--- src/rtl/ifetch.sv ---
// ifetch
// Instruction fetch unit in front of the IF/ID register. It owns the PC,
// keeps at most one instruction-memory request outstanding, and presents a
// registered (ia, id, fetch_valid) slot to IF/ID. A one-entry skid buffer
// catches a fetch that returns while IF/ID is stalled. A branch redirect
// that arrives with a request still in flight parks the target in
// redirect_pc and drains the stale response before fetching the target.
//
// Ports
//   clock         system clock, all state updates on posedge
//   reset_n       asynchronous active-low reset
//   PipeWriteEn   1 = IF/ID takes ia/id this cycle, 0 = stall
//   BranchTaken   one-cycle redirect pulse (overrides stall)
//   BranchTarget  redirect PC, valid with BranchTaken
//   imem_req      instruction memory request
//   imem_addr     word-aligned request address
//   imem_ack      memory response valid (may come in the request cycle)
//   imem_rdata    instruction word, valid with imem_ack
//   ia            instruction address to IF/ID
//   id            instruction word to IF/ID (NOP_WORD on bubbles)
//   fetch_valid   1 = ia/id is a real instruction, 0 = bubble

module ifetch #(
    parameter logic [31:0] RESET_PC = 32'h0000_0000,
    parameter logic [31:0] NOP_WORD = 32'h0000_0000
) (
    input  logic        clock,
    input  logic        reset_n,
    input  logic        PipeWriteEn,
    input  logic        BranchTaken,
    input  logic [31:0] BranchTarget,
    output logic        imem_req,
    output logic [31:0] imem_addr,
    input  logic        imem_ack,
    input  logic [31:0] imem_rdata,
    output logic [31:0] ia,
    output logic [31:0] id,
    output logic        fetch_valid
);

    typedef enum logic [0:0] {
        FETCH = 1'b0,
        DRAIN = 1'b1
    } state_e;

    state_e      state_q, state_d;
    logic        run_q, run_d;
    logic [31:0] pc_q, pc_d;
    logic [31:0] redirect_pc_q, redirect_pc_d;
    logic [31:0] ia_q, ia_d;
    logic [31:0] id_q, id_d;
    logic        valid_q, valid_d;
    logic [31:0] k_addr_q, k_addr_d;
    logic [31:0] k_data_q, k_data_d;
    logic        k_valid_q, k_valid_d;

    logic        ack_taken;
    logic        s_free;
    logic [31:0] branch_pc;

    // run_q keeps the request low during reset and for the first cycle
    // after release, so the first request appears one cycle after reset_n
    // rises. While draining, the stale request must stay up until its ack
    // even though the skid is empty; otherwise a full skid blocks fetching.
    assign imem_req  = run_q && ((state_q == DRAIN) || !k_valid_q);
    assign imem_addr = pc_q;
    assign ia          = ia_q;
    assign id          = id_q;
    assign fetch_valid = valid_q;

    // An ack without a request is not a response and is ignored.
    assign ack_taken = imem_req && imem_ack;
    assign s_free    = !valid_q || PipeWriteEn;
    assign branch_pc = {BranchTarget[31:2], 2'b00};

    always_comb begin
        state_d       = state_q;
        run_d         = 1'b1;
        pc_d          = pc_q;
        redirect_pc_d = redirect_pc_q;
        ia_d          = ia_q;
        id_d          = id_q;
        valid_d       = valid_q;
        k_addr_d      = k_addr_q;
        k_data_d      = k_data_q;
        k_valid_d     = k_valid_q;

        if (BranchTaken) begin
            // Redirect squashes both slots even when IF/ID is stalled.
            // If the in-flight response can be retired now (or nothing is
            // in flight) we jump straight away; otherwise wait for it.
            valid_d   = 1'b0;
            id_d      = NOP_WORD;
            k_valid_d = 1'b0;
            if (!imem_req || ack_taken) begin
                pc_d    = branch_pc;
                state_d = FETCH;
            end else begin
                redirect_pc_d = branch_pc;
                state_d       = DRAIN;
            end
        end else if (state_q == DRAIN) begin
            valid_d = 1'b0;
            id_d    = NOP_WORD;
            if (ack_taken) begin
                pc_d    = redirect_pc_q;
                state_d = FETCH;
            end
        end else begin
            if (ack_taken) begin
                pc_d = pc_q + 32'd4;
                if (s_free) begin
                    ia_d    = pc_q;
                    id_d    = imem_rdata;
                    valid_d = 1'b1;
                end else begin
                    k_addr_d  = pc_q;
                    k_data_d  = imem_rdata;
                    k_valid_d = 1'b1;
                end
            end else if (s_free) begin
                // The request is low whenever the skid holds something,
                // so an ack and a full skid never meet here.
                if (k_valid_q) begin
                    ia_d      = k_addr_q;
                    id_d      = k_data_q;
                    valid_d   = 1'b1;
                    k_valid_d = 1'b0;
                end else begin
                    valid_d = 1'b0;
                    id_d    = NOP_WORD;
                end
            end
        end
    end

    always_ff @(posedge clock or negedge reset_n) begin
        if (!reset_n) begin
            state_q       <= FETCH;
            run_q         <= 1'b0;
            pc_q          <= RESET_PC;
            redirect_pc_q <= RESET_PC;
            ia_q          <= 32'h0000_0000;
            id_q          <= NOP_WORD;
            valid_q       <= 1'b0;
            k_addr_q      <= 32'h0000_0000;
            k_data_q      <= 32'h0000_0000;
            k_valid_q     <= 1'b0;
        end else begin
            state_q       <= state_d;
            run_q         <= run_d;
            pc_q          <= pc_d;
            redirect_pc_q <= redirect_pc_d;
            ia_q          <= ia_d;
            id_q          <= id_d;
            valid_q       <= valid_d;
            k_addr_q      <= k_addr_d;
            k_data_q      <= k_data_d;
            k_valid_q     <= k_valid_d;
        end
    end

endmodule

--- config.mk ---
export PLATFORM = sky130hd
export DESIGN_NAME = ifetch
export DESIGN_NICKNAME = d
export VERILOG_FILES = /design/src/rtl/ifetch.sv
export SDC_FILE = /design/constraint.sdc
export NUM_CORES = 1
export LEC_CHECK = 0
export CAP_MARGIN = 10
export CORE_ASPECT_RATIO = 1.2
export CORE_MARGIN = 2
export CORE_UTILIZATION = 30
export CTS_CLUSTER_SIZE = 24
export DETAILED_ROUTE_END_ITERATION = 6
export DONT_BUFFER_PORTS = 1
export GPL_TIMING_DRIVEN = 0
export HOLD_SLACK_MARGIN = 0.02
export PLACE_DENSITY = 0.48
export SYNTH_ARGS = -nofsm -noshare
export SYNTH_HDL_FRONTEND = slang
export SYNTH_SLANG_ARGS = --single-unit
--- constraint.sdc ---
create_clock -name clock -period 2.87 [get_ports clock]
set_input_delay 0.7175 -clock clock [delete_from_list [all_inputs] [get_ports clock]]
set_output_delay 0.7175 -clock clock [all_outputs]
set_load 0.01 [all_outputs]
==> flow_metrics.env <==
export IMPL_yosys_area_top_type="dfrtp_1"
export IMPL_status="complete, but fails checks"
export IMPL_crit_chain="buf_2 > o21ai_0 > a21o_1 > clkbuf_1 > o21ai_0 > o2bb2ai_1"
export IMPL_crit_fanout=10
export IMPL_clkLatencyLatePin_ps=440
export IMPL_synth_cell_types=54
export IMPL_drv_slew=0
export IMPL_synth_main_ff_cell="dfrtp_1"
export IMPL_grt_pass1_vias=6225
export IMPL_core_um2=28700
export IMPL_synth_area_leaders="dfrtp_1 54%, mux2_2 8.9%, mux2i_1 5.8%"
export IMPL_fin_skew_ps=12.8
export IMPL_power_density_nw_per_um2=670
export IMPL_fin_ws_ps=559
export IMPL_m1WireLength_mm=10.8
export IMPL_crit_cells=6
export IMPL_clock_path_buffers=2
export IMPL_synthToLayoutAreaGrowth_pct=12.3
export IMPL_grt_overflow=0
export IMPL_dr_pass1_iters=5
export IMPL_die_h_um=191
export IMPL_cts_sinks=188
export IMPL_drive_above_1_share_pct=17.7
export IMPL_cts_max_level=4
export IMPL_routed_top_layer="met4"
export IMPL_holdWs_ps=-22.3
export IMPL_endpoint_kind="flop"
export IMPL_netlist_area_leader_share_pct=54.1
export IMPL_dieArea_um2=30400
export IMPL_crit_top_cell="o21ai_0"
export IMPL_dr_wl_met2_mm=12.4
export IMPL_path_class="flop to flop"
export IMPL_dr_first_iter_drc_count=418
export IMPL_max_slew_margin_pct=52.2
export IMPL_synth_edf_count=0
export IMPL_numPortBuffers=0
export IMPL_seq_area_frac_synth_pct=54.1
export IMPL_reg2reg_depth=6
export IMPL_peakVddDrop_mv=0.380
export IMPL_worstSetupEndpoint="imem_addr[21]"
export IMPL_post_route_min_period_ps=2310
export IMPL_die_w_um=159
export IMPL_start_util_pct=30.3
export IMPL_cts_buffers=17
export IMPL_antenna_cells=0
export IMPL_r2r_end="imem_addr[21]"
export IMPL_grt_max_degree=189
export IMPL_setup_viol=0
export IMPL_ys_warn_count=0
export IMPL_violations="hold timing"
export IMPL_leakagePower_uw=0.00440
export IMPL_route_met3_wl_mm=2.01
export IMPL_cts_root_buffer="clkbuf_16"
export IMPL_clkTransAtPathRegs_ps=70
export IMPL_path_buf_inv=2
export IMPL_syn_inst=784
export IMPL_cts_setup_buffers=0
export IMPL_fmax_mhz=433
export IMPL_grtUsageTotal_pct=17.0
export IMPL_drt_total_wl_mm=25.5
export IMPL_r2r_start="state_q"
export IMPL_hold_viol_final=69
export IMPL_tns_ps=0
export IMPL_post_route_util_pct=34.1
export IMPL_cap_violations=0
export IMPL_grt_pass1_wl_mm=39.1
export IMPL_nNetsFinal=876
export IMPL_tightest_slew_ps=716
export IMPL_fp_row_count=68
export IMPL_crit_start="state_q"
export IMPL_slowest_stage="clkbuf_1"
export IMPL_pre_cts_ws_ps=294
export IMPL_syn_avg_cell_area_um2=11.1
export IMPL_cp_required_ps=3190
export IMPL_pin_count=167
export IMPL_wl_per_cell_um=21.2
export IMPL_synth_seq_cells=188
export IMPL_rsz0062_at_grt="no"
export IMPL_antenna_found_initial=1
export IMPL_placed_area_um2=9190
export IMPL_cts_resized=0
export IMPL_startpoint_type="flop"
export IMPL_cts_tree="built"
export IMPL_final_area_um2=9770
export IMPL_fin_crit_sh_pct=80.5
export IMPL_ant_nets=0
export IMPL_slowest_delay_ps=530
export IMPL_vias_per_cell=5.13
export IMPL_routabilityCongestion=0.812
export IMPL_synthArstFlopShare_pct=100
export IMPL_vias=6173
export IMPL_hp_class="input port to async pin"
export IMPL_crit_family="compound AO/OA/AOI/OAI gates"
export IMPL_route_detailed_drc=0
export IMPL_r2r_setup_slack_ps=560
export IMPL_arrival_ps=2630
export IMPL_synth_cell_area_um2=8700
export IMPL_hpwl_mm=18.0
==> per-layer routing <==
| layer | vias to the layer above | GRT usage [%] |
|---|---|---|
| met2 | 179 | 28.4 |
| met5 | - | 0 |
| met4 | 0 | 4.69 |
| met1 | 3105 | 20.7 |
| met3 | 16 | 6.33 |
| li1 | 2873 | - |
==> state kept, by name, summed over array words and instances, names as in the netlist <==
name	cells
fetch_valid	1
ia	30
id	32
imem_addr	30
k_addr_q	30
k_data_q	32
k_valid_q	1
redirect_pc_q	30
run_q	1
state_q	1
==> layout make-up <==
type / count / area (µm²)
Tap cell: 385 / 482
Clock buffer: 20 / 467
Sequential cell: 188 / 4700
Fill cell: 2930 / 18900
Multi-Input combinational cell: 531 / 3660
Inverter: 10 / 37.5
Buffer: 58 / 304
Clock inverter: 11 / 113
==> kinds of logic (layout without fill, tap and decap cells) <==
family / count (synthesis) / count (layout) / synth area share, %
DFF: 188 / 188 / 54.1
buffers and inverters: 68 / 99 / 3.93
AOI/OAI and AO/OA: 215 / 215 / 15.2
adders and majority gates: 1 / 1 / 0.144
muxes: 135 / 135 / 16.8
and+or+nand+nor: 175 / 175 / 9.76
other: 2 / 5 / 0.0864
==> power by group <==
group | switching (µW) | internal [µW] | leakage, µW
Combinational | 407 | 350 | 0.00165
Clock | 1080 | 1270 | 0.000271
Sequential | 440 | 2990 | 0.00248
Total | 1930 | 4610 | 0.00440
==> cells in the final DEF, fill, tap and decap left out, drive strengths merged, types with 16 or more instances in the layout <==
cell,Yosys,routed
mux2i,50,50
o21ai,99,99
buf,37,37
nand3,19,19
a21oi,34,34
a21o,16,16
nand2,96,96
clkbuf,21,41
dfrtp,188,188
nor2,28,28
mux2,85,85
==> synth_stat cells, types with 15 or more instances <==
cell / n
buf_2: 21
nor2_1: 26
mux2_2: 69
nand3_1: 17
nand2_1: 95
mux2i_1: 50
a21o_1: 16
clkbuf_1: 21
mux2_1: 16
o21ai_0: 92
dfrtp_1: 188
a22oi_1: 15
a21oi_1: 34
==> how the worst min path moves through the flow <==
stage / start / to / slack (ps) / cells past startpoint
floorplan: reset_n / fetch_valid / 420 / 0
global placement: reset_n / k_data_q[23] / 430 / 0
detailed placement: reset_n / k_data_q[23] / 430 / 0
CTS: reset_n / redirect_pc_q[15] / -50 / 0
global route: reset_n / k_data_q[23] / -50 / 0
finish: reset_n / k_data_q[23] / -20 / 0
==> stage by stage <==
step / total power (µW) / hold slack, ps / instances
global route: 6890 / -49.9 / 1203
global placement: 4240 / 426 / 1172
floorplan: 3940 / 422 / 787
detailed placement: 4260 / 427 / 1172
finish: 6540 / -22.3 / 1203
CTS: 6670 / -47.6 / 1203
==> worst reg2reg max path: cells and delay by family, from the launching register on <==
kind	cells	cell delay [ps]
buf+inv	2	730
compound gates	4	1040
flops	1	420
Note: power is estimated with default switching activity, not from simulation.
